`config.mk`:
```
export PLATFORM = sky130hd
export DESIGN_NAME = pll_dyn_ctrl
export DESIGN_NICKNAME = d
export VERILOG_FILES = /design/src/rtl/pll_ctrl_pkg.sv /design/src/rtl/pll_dyn_ctrl_sync_2ff.sv /design/src/rtl/pll_dyn_ctrl.sv
export SDC_FILE = /design/constraint.sdc
export NUM_CORES = 1
export LEC_CHECK = 0
export ABC_AREA = 0
export CORE_MARGIN = 2
export CORE_UTILIZATION = 55
export DETAILED_ROUTE_END_ITERATION = 10
export GPL_TIMING_DRIVEN = 1
export PLACE_DENSITY = 0.79
export SYNTH_ARGS = -nofsm -noshare
export SYNTH_HDL_FRONTEND = slang
export SYNTH_HIERARCHICAL = 1
export SYNTH_SLANG_ARGS = --single-unit
export TNS_END_PERCENT = 100
```
`constraint.sdc`:
```
create_clock -name clk -period 6.1 [get_ports clk]
set_input_delay 0.61 -clock clk [delete_from_list [all_inputs] [get_ports clk]]
set_output_delay 0.61 -clock clk [all_outputs]
set_load 0.02 [all_outputs]
```
`src/rtl/pll_ctrl_pkg.sv`:
```
// Shared definitions for the PLL dynamic reconfiguration controller.
//   state_e    : controller states
//   div_cfg_t  : one set of PLL divider selects (IDSEL / FBDSEL / ODSEL)
//   DIV_W      : width of each divider select
//   GATE_CYCLES: clock-gating hold time before a PLL reset
//   cnt_w()    : counter width for a cycle count, never below one bit
package pll_ctrl_pkg;

  localparam int DIV_W       = 6;
  localparam int GATE_CYCLES = 2;

  typedef enum logic [2:0] {
    RESET,
    WAIT_LOCK,
    RUN,
    GATE,
    FAULT
  } state_e;

  typedef struct packed {
    logic [DIV_W-1:0] idsel;
    logic [DIV_W-1:0] fbdsel;
    logic [DIV_W-1:0] odsel;
  } div_cfg_t;

  function automatic int cnt_w(input int n);
    return (n > 1) ? $clog2(n) : 1;
  endfunction

endpackage

```
`src/rtl/pll_dyn_ctrl_sync_2ff.sv`:
```
// Two-flop synchronizer for a single asynchronous level signal.
//   clk   : destination clock
//   rst_n : asynchronous active-low reset, output resets to 0
//   d     : asynchronous input
//   q     : synchronized output, two cycles of latency
module sync_2ff (
  input  logic clk,
  input  logic rst_n,
  input  logic d,
  output logic q
);

  logic meta_q;
  logic sync_q;

  always_ff @(posedge clk or negedge rst_n) begin
    if (!rst_n) begin
      meta_q <= 1'b0;
      sync_q <= 1'b0;
    end else begin
      meta_q <= d;
      sync_q <= meta_q;
    end
  end

  assign q = sync_q;

endmodule

```
`src/rtl/pll_dyn_ctrl.sv`:
```
// PLL dynamic reconfiguration controller: sequences PLL reset, waits for a
// stable lock, gates downstream clocks and applies new divider selects.
//   clk, rst_n                   : system clock, async active-low reset
//   cfg_req, cfg_*sel            : reconfiguration request and divider selects
//   cfg_ack, cfg_busy            : acceptance pulse, busy indication
//   pll_lock                     : raw PLL lock (asynchronous)
//   pll_reset, pll_*sel          : PLL reset and divider select drive
//   clk_en, locked, err          : downstream enable, lock status, retry fault
module pll_dyn_ctrl
  import pll_ctrl_pkg::*;
#(
  parameter int               RST_CYCLES   = 16,
  parameter int               LOCK_STABLE  = 1024,
  parameter int               LOCK_TIMEOUT = 65535,
  parameter int               MAX_RETRY    = 3,
  parameter logic [DIV_W-1:0] DEF_IDSEL    = '0,
  parameter logic [DIV_W-1:0] DEF_FBDSEL   = '0,
  parameter logic [DIV_W-1:0] DEF_ODSEL    = '0
) (
  input  logic             clk,
  input  logic             rst_n,
  input  logic             cfg_req,
  input  logic [DIV_W-1:0] cfg_idsel,
  input  logic [DIV_W-1:0] cfg_fbdsel,
  input  logic [DIV_W-1:0] cfg_odsel,
  output logic             cfg_ack,
  output logic             cfg_busy,
  input  logic             pll_lock,
  output logic             pll_reset,
  output logic [DIV_W-1:0] pll_idsel,
  output logic [DIV_W-1:0] pll_fbdsel,
  output logic [DIV_W-1:0] pll_odsel,
  output logic             clk_en,
  output logic             locked,
  output logic             err
);

  localparam int RST_W = cnt_w(RST_CYCLES);
  localparam int STB_W = cnt_w(LOCK_STABLE);
  localparam int TMO_W = cnt_w(LOCK_TIMEOUT);
  // The retry counter has to hold the value MAX_RETRY itself.
  localparam int RTY_W = cnt_w(MAX_RETRY + 1);

  localparam logic [RST_W-1:0] RST_LAST  = RST_W'(RST_CYCLES - 1);
  localparam logic [RST_W-1:0] GATE_LAST = RST_W'(GATE_CYCLES - 1);
  localparam logic [STB_W-1:0] STB_LAST  = STB_W'(LOCK_STABLE - 1);
  localparam logic [TMO_W-1:0] TMO_LAST  = TMO_W'(LOCK_TIMEOUT - 1);
  localparam logic [RTY_W-1:0] RTY_MAX   = RTY_W'(MAX_RETRY);
  localparam div_cfg_t         DEF_CFG   = '{DEF_IDSEL, DEF_FBDSEL, DEF_ODSEL};

  logic lock_s;

  state_e             state_q, state_d;
  logic [RST_W-1:0]   phase_cnt_q, phase_cnt_d;   // shared by RESET and GATE
  logic [STB_W-1:0]   stable_cnt_q, stable_cnt_d;
  logic [TMO_W-1:0]   timeout_cnt_q, timeout_cnt_d;
  logic [RTY_W-1:0]   retry_q, retry_d;
  div_cfg_t           shadow_q, shadow_d;
  div_cfg_t           div_q, div_d;
  logic               cfg_ack_q, cfg_ack_d;
  logic               locked_q, locked_d;
  logic               accept;

  sync_2ff u_lock_sync (
    .clk   (clk),
    .rst_n (rst_n),
    .d     (pll_lock),
    .q     (lock_s)
  );

  // State and datapath registers.
  always_ff @(posedge clk or negedge rst_n) begin
    if (!rst_n) begin
      state_q       <= RESET;
      phase_cnt_q   <= '0;
      stable_cnt_q  <= '0;
      timeout_cnt_q <= '0;
      retry_q       <= '0;
      shadow_q      <= DEF_CFG;
      div_q         <= DEF_CFG;
      cfg_ack_q     <= 1'b0;
      locked_q      <= 1'b0;
    end else begin
      state_q       <= state_d;
      phase_cnt_q   <= phase_cnt_d;
      stable_cnt_q  <= stable_cnt_d;
      timeout_cnt_q <= timeout_cnt_d;
      retry_q       <= retry_d;
      shadow_q      <= shadow_d;
      div_q         <= div_d;
      cfg_ack_q     <= cfg_ack_d;
      locked_q      <= locked_d;
    end
  end

  // Next-state logic. Lock completion is checked before timeout so it wins,
  // and cfg_req is checked before lock loss in RUN so it wins.
  always_comb begin
    state_d = state_q;
    case (state_q)
      RESET:     if (phase_cnt_q == RST_LAST) state_d = WAIT_LOCK;
      WAIT_LOCK: begin
        if (lock_s && (stable_cnt_q == STB_LAST)) begin
          state_d = RUN;
        end else if (timeout_cnt_q == TMO_LAST) begin
          state_d = (retry_q < RTY_MAX) ? RESET : FAULT;
        end
      end
      RUN: begin
        if (cfg_req)      state_d = GATE;
        else if (!lock_s) state_d = WAIT_LOCK;
      end
      GATE:      if (phase_cnt_q == GATE_LAST) state_d = RESET;
      FAULT:     if (cfg_req) state_d = GATE;
      default:   state_d = RESET;
    endcase
  end

  // Counters, shadow capture and divider update.
  always_comb begin
    phase_cnt_d   = phase_cnt_q;
    stable_cnt_d  = stable_cnt_q;
    timeout_cnt_d = timeout_cnt_q;
    retry_d       = retry_q;
    shadow_d      = shadow_q;
    div_d         = div_q;
    cfg_ack_d     = 1'b0;
    accept        = cfg_req && ((state_q == RUN) || (state_q == FAULT));

    // Every counter restarts from zero on any state change; all saturate.
    if (state_d != state_q) begin
      phase_cnt_d   = '0;
      stable_cnt_d  = '0;
      timeout_cnt_d = '0;
    end else begin
      if ((state_q == RESET) || (state_q == GATE)) begin
        if (phase_cnt_q != '1) phase_cnt_d = phase_cnt_q + 1'b1;
      end
      if (state_q == WAIT_LOCK) begin
        if (timeout_cnt_q != '1) timeout_cnt_d = timeout_cnt_q + 1'b1;
        if (!lock_s)                   stable_cnt_d = '0;
        else if (stable_cnt_q != '1)   stable_cnt_d = stable_cnt_q + 1'b1;
      end
    end

    if (accept) begin
      shadow_d  = '{cfg_idsel, cfg_fbdsel, cfg_odsel};
      cfg_ack_d = 1'b1;
      retry_d   = '0;
    end else if ((state_q == WAIT_LOCK) && (state_d == RESET)) begin
      if (retry_q != '1) retry_d = retry_q + 1'b1;
    end

    // Load on the edge entering RESET so new selects are visible on its
    // first cycle and frozen everywhere else.
    if ((state_d == RESET) && (state_q != RESET)) div_d = shadow_q;

    // Asserted one cycle after entering RUN; dropped with the exit edge.
    locked_d = (state_q == RUN) && (state_d == RUN);
  end

  // Outputs.
  always_comb begin
    pll_reset  = (state_q == RESET) || (state_q == FAULT);
    cfg_busy   = (state_q != RUN) && (state_q != FAULT);
    err        = (state_q == FAULT);
    cfg_ack    = cfg_ack_q;
    locked     = locked_q;
    clk_en     = locked_q;
    pll_idsel  = div_q.idsel;
    pll_fbdsel = div_q.fbdsel;
    pll_odsel  = div_q.odsel;
  end

endmodule

```
==> results.toml, run 1 <==
[synth]
mappedNetlistNets = 341
synth_enable_flop_cells = 0
postSynthAreaPerCell_um2 = 11.5
post_synth_num_cell_types = 53
synthesis.yosys.warnings = 6
yosysMostFrequentCell = "dfrtp_1"
synthTopCellsByCount = "dfrtp_1, nor2_1, mux2_2"
ys_ff_latch = 75
yosys.area.top_type = "dfrtp_1"
ys_seq_area_frac = 0.522
synth_async_sr_flop_share = 1.00
top_post_synthesis_cells_by_area = "dfrtp_1, mux2_2, nor2_1"
top_flip_flop_cell_by_instance_count_after_synthesis = "dfrtp_1"
synth_area_mm2 = 0.00360
synth_instances = 313
synth_top_area_share = 0.522

[critical_path]
worst_path_largest_cell_delay_ps = 650
crit_arrival_ps = 3120
timing.critical_path.from = "state_q[0]$_DFF_PN0_"
critPathRequiredTime_ps = 6340
crit-reg2reg-launch = "state_q[0]$_DFF_PN0_"
timing_worst_setup_path_type = "flip-flop to flip-flop"
worstSetupEndpointType = "flip-flop"
timing.critical_path.cells = "nor3b_1, o31a_2, a221oi_1, nand2b_1, a211oi_1"
critical_path.startpoint_type = "flip-flop"
timing.critical_path.fanout_max = 27
crit_path_top_delay_cell = "nand2b_1"

[power]
power.density_mw_per_mm2 = 229
ir_drop_uv = 161
power_uw = 986
p_leak_uw = 0.00184

[die]
fp.dieArea_mm2 = 0.00720
dieWidth_um = 84.9
row_count = 29
die_h_um = 84.9
ios = 46
initial_utilization = 0.566
core_region_area_mm2 = 0.00635

[clocking]
cts_tree = "yes"
post_cts_resized = 0
numClockSinks = 75
cts_max_path_buffers = 2
clock_transition_at_the_register_clock_pins_on_the_worst_setup_and_hold_paths_after_cts_ps = 90
h-tree-depth = 3
post_cts_buffers = 0
postCtsHoldBufs = 0
cts_buffers = 9
clk-insertion-delay-late_ps = 350
root_buf_cell = "clkbuf_8"

[sta]
finalSetupViolations = 0
final.min_clock_period_ps = 2870
timing.final.max_slew_violations = 0
achievable-frequency_mhz = 348
worst_slew_margin_rel = 0.305
rsz_0062_raised_after_global_routing = "no"
fin_worst_hold_slack_ps = 354
finalSetupTns_ps = 0
fin_crit_sh = 0.471
final.setup_skew_ps = 11.0
max_slew.worst_pin.slew_ps = 1040
hold_violations = 0

[global_routing]
met2_usage = 0.321
grt_util_met1 = 0.277
grt.busiest_layer = "met2"
grt-ovfl-total = 0
grt_util_all_layers = 0.209
grt_pass1_vias = 2557
grt_first_pass_wirelength_um = 11900
grt_start_max_net_pins = 76
met3_demand_to_capacity_share_in_global_routing = 0.0827
antenna_found_initial = 0

[detailed_routing]
drt_iter0_markers = 187
route.detailed.wl_per_inst_um = 15.3
drtAntennaViolNets = 0
vias_per_cell = 5.67
routed_wire_length_um = 6750
drt_first_pass_iters = 4
vias = 2496
number_of_drc_violations_after_detailed_routing = 0

[final_layout]
num_antenna_cells = 0
post_route_cells_drive_above_1_share = 0.182
area_growth_syn_to_layout_pct = 19.6
fillCellCount = 455
fin_nets = 386

[run_status]
outcome = "complete, no violations"

[hold_path]
hold_path_class = "flip-flop to flip-flop"
min_from = "u_lock_sync/meta_q$_DFF_PN0_"

[placement]
routabilityCongestion = 0.920
detailed_place_hpwl_um = 4480
io_buffer_count = 45

[run]
max_cap_violations = 0
-- layout make-up --
class,count,area [µm²],share of cell area
multi-input combinational,220,1620,0.376
timing repair buffer,46,453,0.105
inverter,6,22.5,0.00524
tap,77,96.3,0.0224
sequential,75,1880,0.436
clock inverter,6,96.3,0.0224
clock buffer,10,138,0.0320
-- power breakdown --
| group | switching (µW) | total (µW) | internal, µW |
|---|---|---|---|
| registers | 4.68 | 509 | 504 |
| clock network | 198 | 445 | 246 |
| logic | 14.7 | 32.4 | 17.7 |
| total | 217 | 986 | 768 |
-- registers in the layout (all words and copies together) (netlist names), 2 cells and up --
name and flops:
timeout_cnt_q 16, retry_q 2, pll_odsel 6, stable_cnt_q 10, state_q 3, pll_fbdsel 6, phase_cnt_q 4, shadow_q 18
pll_idsel 6
-- worst paths after layout --
kind / end / slack (ps) / cells after the start
setup reg to reg: timeout_cnt_q[1]$_DFFE_PN0P_ / 3230 / 5
max in group asynchronous: shadow_q[3]$_DFFE_PN0P_ / 5030 / 2
hold / removal: u_lock_sync/q$_DFF_PN0_ / 350 / 0
setup / recovery: timeout_cnt_q[1]$_DFFE_PN0P_ / 3230 / 5
hold reg to reg: u_lock_sync/q$_DFF_PN0_ / 350 / 0
min in group asynchronous: stable_cnt_q[7]$_DFFE_PN0P_ / 450 / 2
-- kinds of logic after synthesis --
group / after synthesis / synth area share
compound gates: 37 / 0.0766
xor+xnor: 22 / 0.0536
fa+ha+maj: 6 / 0.0209
buf+inv: 18 / 0.0285
flops: 75 / 0.522
mux: 39 / 0.132
simple gates: 116 / 0.166
-- metrics by stage --
stage / worst slack [ps] / instance area [µm²] / std cells / utilization
final: 3230 / 4300 / 440 / 0.677
after global routing: 2930 / 4300 / 440 / 0.677
after CTS: 3200 / 4300 / 440 / 0.677
after detailed placement: 3120 / 4070 / 424 / 0.641
after global placement: 3220 / 4070 / 424 / 0.641
after floorplan: 4020 / 3600 / 313 / -
-- cells in the final DEF, fill, tap and decap left out, types with 3 or more instances in the layout --
| master | count |
|---|---|
| a211oi_1 | 5 |
| a21oi_1 | 6 |
| a31oi_1 | 4 |
| and3_1 | 3 |
| clkbuf_8 | 10 |
| clkdlybuf4s50_1 | 44 |
| dfrtp_1 | 75 |
| ha_1 | 6 |
| inv_1 | 6 |
| mux2_2 | 28 |
| mux2_4 | 10 |
| nand2_1 | 18 |
| nand2b_1 | 3 |
| nand3_1 | 13 |
| nand3b_1 | 3 |
| nand4_1 | 7 |
| nor2_1 | 42 |
| nor3_1 | 7 |
| nor4_1 | 3 |
| o21ai_0 | 5 |
| xnor2_1 | 13 |
| xor2_1 | 9 |
-- metal layers --
metal  up-vias  routed length (µm)
li1       1208                   -
met1      1224                3100
met2        56                3120
met3         8                 447
met4         0                  82
met5         -                   0
-- critical path: cells and delay by family, from the launching register on --
family / cells / cell delay [ps]
compound gates: 3 / 940
flops: 1 / 540
simple gates: 2 / 1280
Power figures use the tool's default switching activity.
==> run 2: changes to the inputs <==
--- a/config.mk
+++ b/config.mk
@@ -7,10 +7,10 @@
 export LEC_CHECK = 0
 export ABC_AREA = 0
 export CORE_MARGIN = 2
-export CORE_UTILIZATION = 55
+export CORE_UTILIZATION = 50
 export DETAILED_ROUTE_END_ITERATION = 10
 export GPL_TIMING_DRIVEN = 1
-export PLACE_DENSITY = 0.79
+export PLACE_DENSITY = 0.76
 export SYNTH_ARGS = -nofsm -noshare
 export SYNTH_HDL_FRONTEND = slang
 export SYNTH_HIERARCHICAL = 1
==> constraint.sdc (replaced) <==
create_clock -name clk -period 2.41 [get_ports clk]
set_input_delay 0.241 -clock clk [delete_from_list [all_inputs] [get_ports clk]]
set_output_delay 0.241 -clock clk [all_outputs]
set_load 0.02 [all_outputs]
==> run 2 against run 1 <==
  * Register-to-register slack got worse by 3000 ps
  * Design area grew 3.4%
  * Core utilization shrank 3.0 points
  * Count of clock-buffer cells in the layout down 1
  * First-iteration DRC count decreased by 24%
  * Sequential cell count unchanged
  * Clock skew is 4.3 ps lower
  * Critical path depth decreased by 1
  * Via count grew 1.2%
  * Hold slack worse by 330 ps
  * Sequential share of layout area fell by 1.4 points
  * Largest cell class unchanged
  * Largest power group unchanged
==> results.toml, run 2 (synthesis results as in run 1) <==
[critical_path]
critical_path.startpoint_type = "flip-flop"
timing.critical_path.fanout_max = 11
crit_arrival_ps = 2050
worstSetupEndpointType = "output port"
timing_worst_setup_path_type = "flip-flop to output port"
critPathRequiredTime_ps = 2170

[clocking]
cts_tree = "yes"
root_buf_cell = "clkbuf_8"
post_cts_resized = 0
post_cts_buffers = 0
cts_buffers = 9
clock_transition_at_the_register_clock_pins_on_the_worst_setup_and_hold_paths_after_cts_ps = 80
clk-insertion-delay-late_ps = 350
h-tree-depth = 3
postCtsHoldBufs = 0
cts_max_path_buffers = 2
numClockSinks = 75

[sta]
setup_slack_ps = 118
final.min_clock_period_ps = 2290
final.setup_skew_ps = 6.74
finalSetupViolations = 0
fin_crit_sh = 0.951
worst_slew_margin_rel = 0.390
max_slew.worst_pin.slew_ps = 916
hold_violations = 0
timing.final.max_slew_violations = 0
achievable-frequency_mhz = 436
fin_worst_hold_slack_ps = 22.1
finalSetupTns_ps = 0
rsz_0062_raised_after_global_routing = "no"

[placement]
placed_cells_incl_taps = 454
detailed_place_hpwl_um = 4580
io_buffer_count = 45
preCtsSetupSlack_ps = 157
routabilityCongestion = 0.928

[detailed_routing]
drtAntennaViolNets = 0
routed_wire_length_um = 6850
vias = 2526
route.detailed.wl_per_inst_um = 14.5
vias_per_cell = 5.34
drt_iter0_markers = 142
drt_first_pass_iters = 4
number_of_drc_violations_after_detailed_routing = 0

[run_status]
outcome = "complete, no violations"

[die]
ios = 46
dieWidth_um = 88.8
core_region_area_mm2 = 0.00687
initial_utilization = 0.523
die_h_um = 88.8
row_count = 30
fp.dieArea_mm2 = 0.00789

[power]
seqPwrFrac = 0.533
internal_power_uw = 1900
ir_drop_uv = 347
p_leak_uw = 0.00192
power_switching_uw = 513
proportion_of_total_power_due_to_net_switching = 0.213
power.density_mw_per_mm2 = 543
combinationalPowerShare = 0.035
pwr-share-clk = 0.432

[global_routing]
antenna_found_initial = 0
grt_first_pass_wirelength_um = 11800
grt_pass1_vias = 2533
grt_util_all_layers = 0.195
grt-ovfl-total = 0
grt_start_max_net_pins = 76

[final_layout]
post-route-util = 0.647
area_growth_syn_to_layout_pct = 23.7
fin_nets = 401
largest_register_by_flop_count = "shadow_q"
reg_top3 = "shadow_q x18, timeout_cnt_q x16, stable_cnt_q x10"
largest_register_ffs = 18
num_antenna_cells = 0
layout.cells.most_common = "dfrtp_1"
post_route_cells_drive_above_1_share = 0.212
final-instance-count-excl-fill = 473
commonest_cells_after_routing_fill_and_taps_aside = "dfrtp_1, clkdlybuf4s50_1, nor2_1"

[run]
max_cap_violations = 0

[hold_path]
hold_path_class = "input pin to async pin"
==> run 2: changes by cell type in the layout (fill, tap and decap cells not counted) <==
cell        change
clkinv_4        +2
buf_2           -1
buf_12          +2
clkbuf_8        -1
clkinv_2        +1
buf_4          +14
inv_6           -1
clkinvlp_4      -1
inv_8           -1
==> run 2: layout make-up <==
type                       instances  area (µm²)
tap                               96         120
clock buffer                       9         124
multi-input combinational        220        1620
sequential                        75        1880
fill                             529        2420
inverter                           6        22.5
clock inverter                     6        91.3
timing repair buffer              61         593
==> run 2: path summary, 6_finish.rpt <==
| kind | startpoint | endpoint | slack (ps) | cells past startpoint |
|---|---|---|---|---|
| max reg2reg | state_q[2]$_DFF_PN0_ | pll_odsel[4]$_DFFE_PN0P_ | 200 | 6 |
| max in group asynchronous | rst_n | timeout_cnt_q[2]$_DFFE_PN0P_ | 1800 | 1 |
| max | state_q[1]$_DFF_PN0_ | cfg_busy | 120 | 4 |
| min reg2reg | u_lock_sync/meta_q$_DFF_PN0_ | u_lock_sync/q$_DFF_PN0_ | 370 | 0 |
| min in group clk | pll_lock | u_lock_sync/meta_q$_DFF_PN0_ | 320 | 1 |
| min | rst_n | stable_cnt_q[6]$_DFFE_PN0P_ | 20 | 1 |
==> run 2: power by group through the flow <==
stage / logic [µW] / clock network [µW] / registers [µW]
final: 85.1 / 1040 / 1290
after global routing: 96.6 / 1140 / 1290
after CTS: 87.9 / 1070 / 1290
after detailed placement: 87.8 / 0 / 1310
after global placement: 84.6 / 0 / 1310
after floorplan: 23.0 / 0 / 1310
==> run 2: worst max-delay path: stages, from the launching register on <==
cell	delay (ps)
dfrtp_1	380
buf_4	170
nor2b_1	170
o21ai_0	310
clkdlybuf4s50_1	670
==> run 2: metrics by stage <==
stage	cell area (µm²)	total power, µW
after floorplan	3600	1330
after global routing	4450	2520
after detailed placement	4190	1400
after CTS	4400	2450
after global placement	4190	1390
final	4450	2410
==> run 2: layer usage <==
metal,up-vias,part of all wire,GRT usage
met5,-,0,0
li1,1240,-,-
met3,10,0.037,0.0494
met1,1226,0.49,0.272
met2,50,0.45,0.294
met4,0,0.017,0.0771
==> run 3: changes to the inputs <==
--- a/config.mk
+++ b/config.mk
@@ -6,7 +6,8 @@
 export NUM_CORES = 1
 export LEC_CHECK = 0
 export ABC_AREA = 0
-export CORE_MARGIN = 2
+export CAP_MARGIN = 20
+export CORE_MARGIN = 8
 export CORE_UTILIZATION = 50
 export DETAILED_ROUTE_END_ITERATION = 10
 export GPL_TIMING_DRIVEN = 1
==> run 3 against run 2 <==
  * Count of clock-buffer cells in the layout unchanged
  * Fmax up 0.27%
  * Sequential power about the same
  * Design area about the same
  * First-iteration DRC count up 36%
  * Clock skew up 7.0 ps
  * Non-clock buffer count down 2
  * Critical path type is now flip-flop to flip-flop
  * Critical endpoint is now pll_odsel[0]$_DFFE_PN0P_
  * Largest cell class unchanged
  * Largest power group unchanged
  * Highest routed layer unchanged
==> results.toml, run 3 (synthesis results as in run 1) <==
[final_layout]
reg_top3 = "shadow_q x18, timeout_cnt_q x16, stable_cnt_q x10"
fin_nets = 399
largest_register_by_flop_count = "shadow_q"
commonest_cells_after_routing_fill_and_taps_aside = "dfrtp_1, clkdlybuf4s50_1, nor2_1"
fillCellCount = 561
layout.cells.most_common = "dfrtp_1"
final_area_mm2 = 0.00444
largest_register_ffs = 18
post_route_cells_drive_above_1_share = 0.208
num_antenna_cells = 0
area_growth_syn_to_layout_pct = 23.6

[sta]
final.min_clock_period_ps = 2290
achievable-frequency_mhz = 437
setup_slack_ps = 124
finalSetupTns_ps = 0
worst_slew_margin_rel = 0.602
rsz_0062_raised_after_global_routing = "no"
finalSetupViolations = 0
final.setup_skew_ps = 13.7
fin_crit_sh = 0.948
timing.final.max_slew_violations = 0
max_slew.worst_pin.slew_ps = 592
hold_violations = 0

[critical_path]
worst_setup_path_endpoint = "pll_odsel[0]$_DFFE_PN0P_"
timing.critical_path.cells = "or3b_2, nor4_1, a21oi_1, nand3_4, mux2_2"
timing.critical_path.from = "state_q[2]$_DFF_PN0_"
worst_path_largest_cell_delay_ps = 550
critical_path.startpoint_type = "flip-flop"
timing.critical_path.fanout_max = 18
crit_arrival_ps = 2510
critical_path_buf_inv_count = 0
ff2ff_path_depth = 5
critical_path.top_delay_family = "simple AND/OR/NAND/NOR gates"
crit-reg2reg-launch = "state_q[2]$_DFF_PN0_"
path_depth = 5
worst_reg_to_reg_setup_slack_ps = 120
timing_worst_setup_path_type = "flip-flop to flip-flop"
crit_path_top_delay_cell = "or3b_2"
critPathRequiredTime_ps = 2630
regToRegEndpoint = "pll_odsel[0]$_DFFE_PN0P_"
worstSetupEndpointType = "flip-flop"

[detailed_routing]
drt_first_pass_iters = 4
drtAntennaViolNets = 0
drt_iter0_markers = 193
vias = 2560
vias_per_cell = 5.40
number_of_drc_violations_after_detailed_routing = 0
routed_wire_length_um = 7130
route.detailed.wl_per_inst_um = 15.0

[clocking]
h-tree-depth = 3
clock_transition_at_the_register_clock_pins_on_the_worst_setup_and_hold_paths_after_cts_ps = 90
cts_buffers = 9
root_buf_cell = "clkbuf_8"
numClockSinks = 75
clk-insertion-delay-late_ps = 340
cts_max_path_buffers = 2
cts_tree = "yes"
post_cts_buffers = 0

[power]
p_leak_uw = 0.00191
power.density_mw_per_mm2 = 544
ir_drop_uv = 313

[placement]
io_buffer_count = 45
preCtsSetupSlack_ps = 146
post_place_cell_area_mm2 = 0.00421
routabilityCongestion = 0.927
detailed_place_hpwl_um = 5010

[die]
die_h_um = 101
initial_utilization = 0.507
core_region_area_mm2 = 0.00710
row_count = 31
fp.dieArea_mm2 = 0.0102
dieWidth_um = 101
ios = 46

[global_routing]
antenna_found_initial = 0
grt_pass1_vias = 2676
grt-ovfl-total = 0
grt_util_all_layers = 0.152
grt_first_pass_wirelength_um = 12400
grt_start_max_net_pins = 47

[hold_path]
hold_path_class = "flip-flop to flip-flop"
min_from = "u_lock_sync/meta_q$_DFF_PN0_"

[run]
max_cap_violations = 0

[run_status]
outcome = "complete, no violations"
[run 3: cell count changes in the layout (fill, tap and decap cells not counted)]
| cell | delta |
|---|---|
| a221oi_1 | -1 |
| a221oi_2 | +1 |
| buf_4 | -3 |
| dlygate4sd3_1 | +1 |
[run 3: layout make-up]
| class | count | area, µm² | share of cell area |
|---|---|---|---|
| Clock buffer | 9 | 124 | 0.0279 |
| Clock inverter | 6 | 91.3 | 0.0206 |
| Inverter | 6 | 22.5 | 0.00507 |
| Multi-Input combinational cell | 220 | 1630 | 0.366 |
| Sequential cell | 75 | 1880 | 0.422 |
| Tap cell | 99 | 124 | 0.0279 |
| Timing Repair Buffer | 59 | 581 | 0.131 |
[run 3: stage by stage]
| stage | instances | util | total power, µW | hold WS [ps] |
|---|---|---|---|---|
| 3_5_place_dp | 458 | 0.594 | 1400 | 289 |
| 4_1_cts | 474 | 0.625 | 2440 | 335 |
| 3_3_place_gp | 458 | 0.594 | 1400 | 284 |
| 6_report | 474 | 0.626 | 2420 | 343 |
| 5_1_grt | 474 | 0.626 | 2510 | 331 |
| 2_1_floorplan | 313 | - | 1330 | -54.6 |
[run 3: how the worst min path moves through the flow]
stage	end	depth (start not counted)
2_1_floorplan	cfg_ack$_DFF_PN0_	0
3_3_place_gp	stable_cnt_q[6]$_DFFE_PN0P_	1
3_5_place_dp	stable_cnt_q[5]$_DFFE_PN0P_	1
4_1_cts	u_lock_sync/meta_q$_DFF_PN0_	1
5_1_grt	u_lock_sync/meta_q$_DFF_PN0_	1
6_report	u_lock_sync/q$_DFF_PN0_	0
[run 3: routing by layer]
layer / vias up / track usage / wire (µm)
li1: 1232 / - / -
met1: 1271 / 0.198 / 3440
met2: 50 / 0.234 / 3250
met3: 7 / 0.0504 / 365
met4: 0 / 0.0419 / 78
met5: - / 0 / 0
[run 3: where the power goes]
| group | total, µW | switching, µW | internal [µW] |
|---|---|---|---|
| combinational | 91.0 | 41.4 | 49.6 |
| clock | 1040 | 461 | 581 |
| sequential | 1290 | 9.76 | 1280 |
[run 3: timing repair]
| action | in CTS | in global routing |
|---|---|---|
| endpoints found under the setup margin | 0 | 1 |
| hold buffers | 1 | 0 |
| resized for setup | 0 | 1 |
| endpoints found under the hold margin | 45 | 0 |
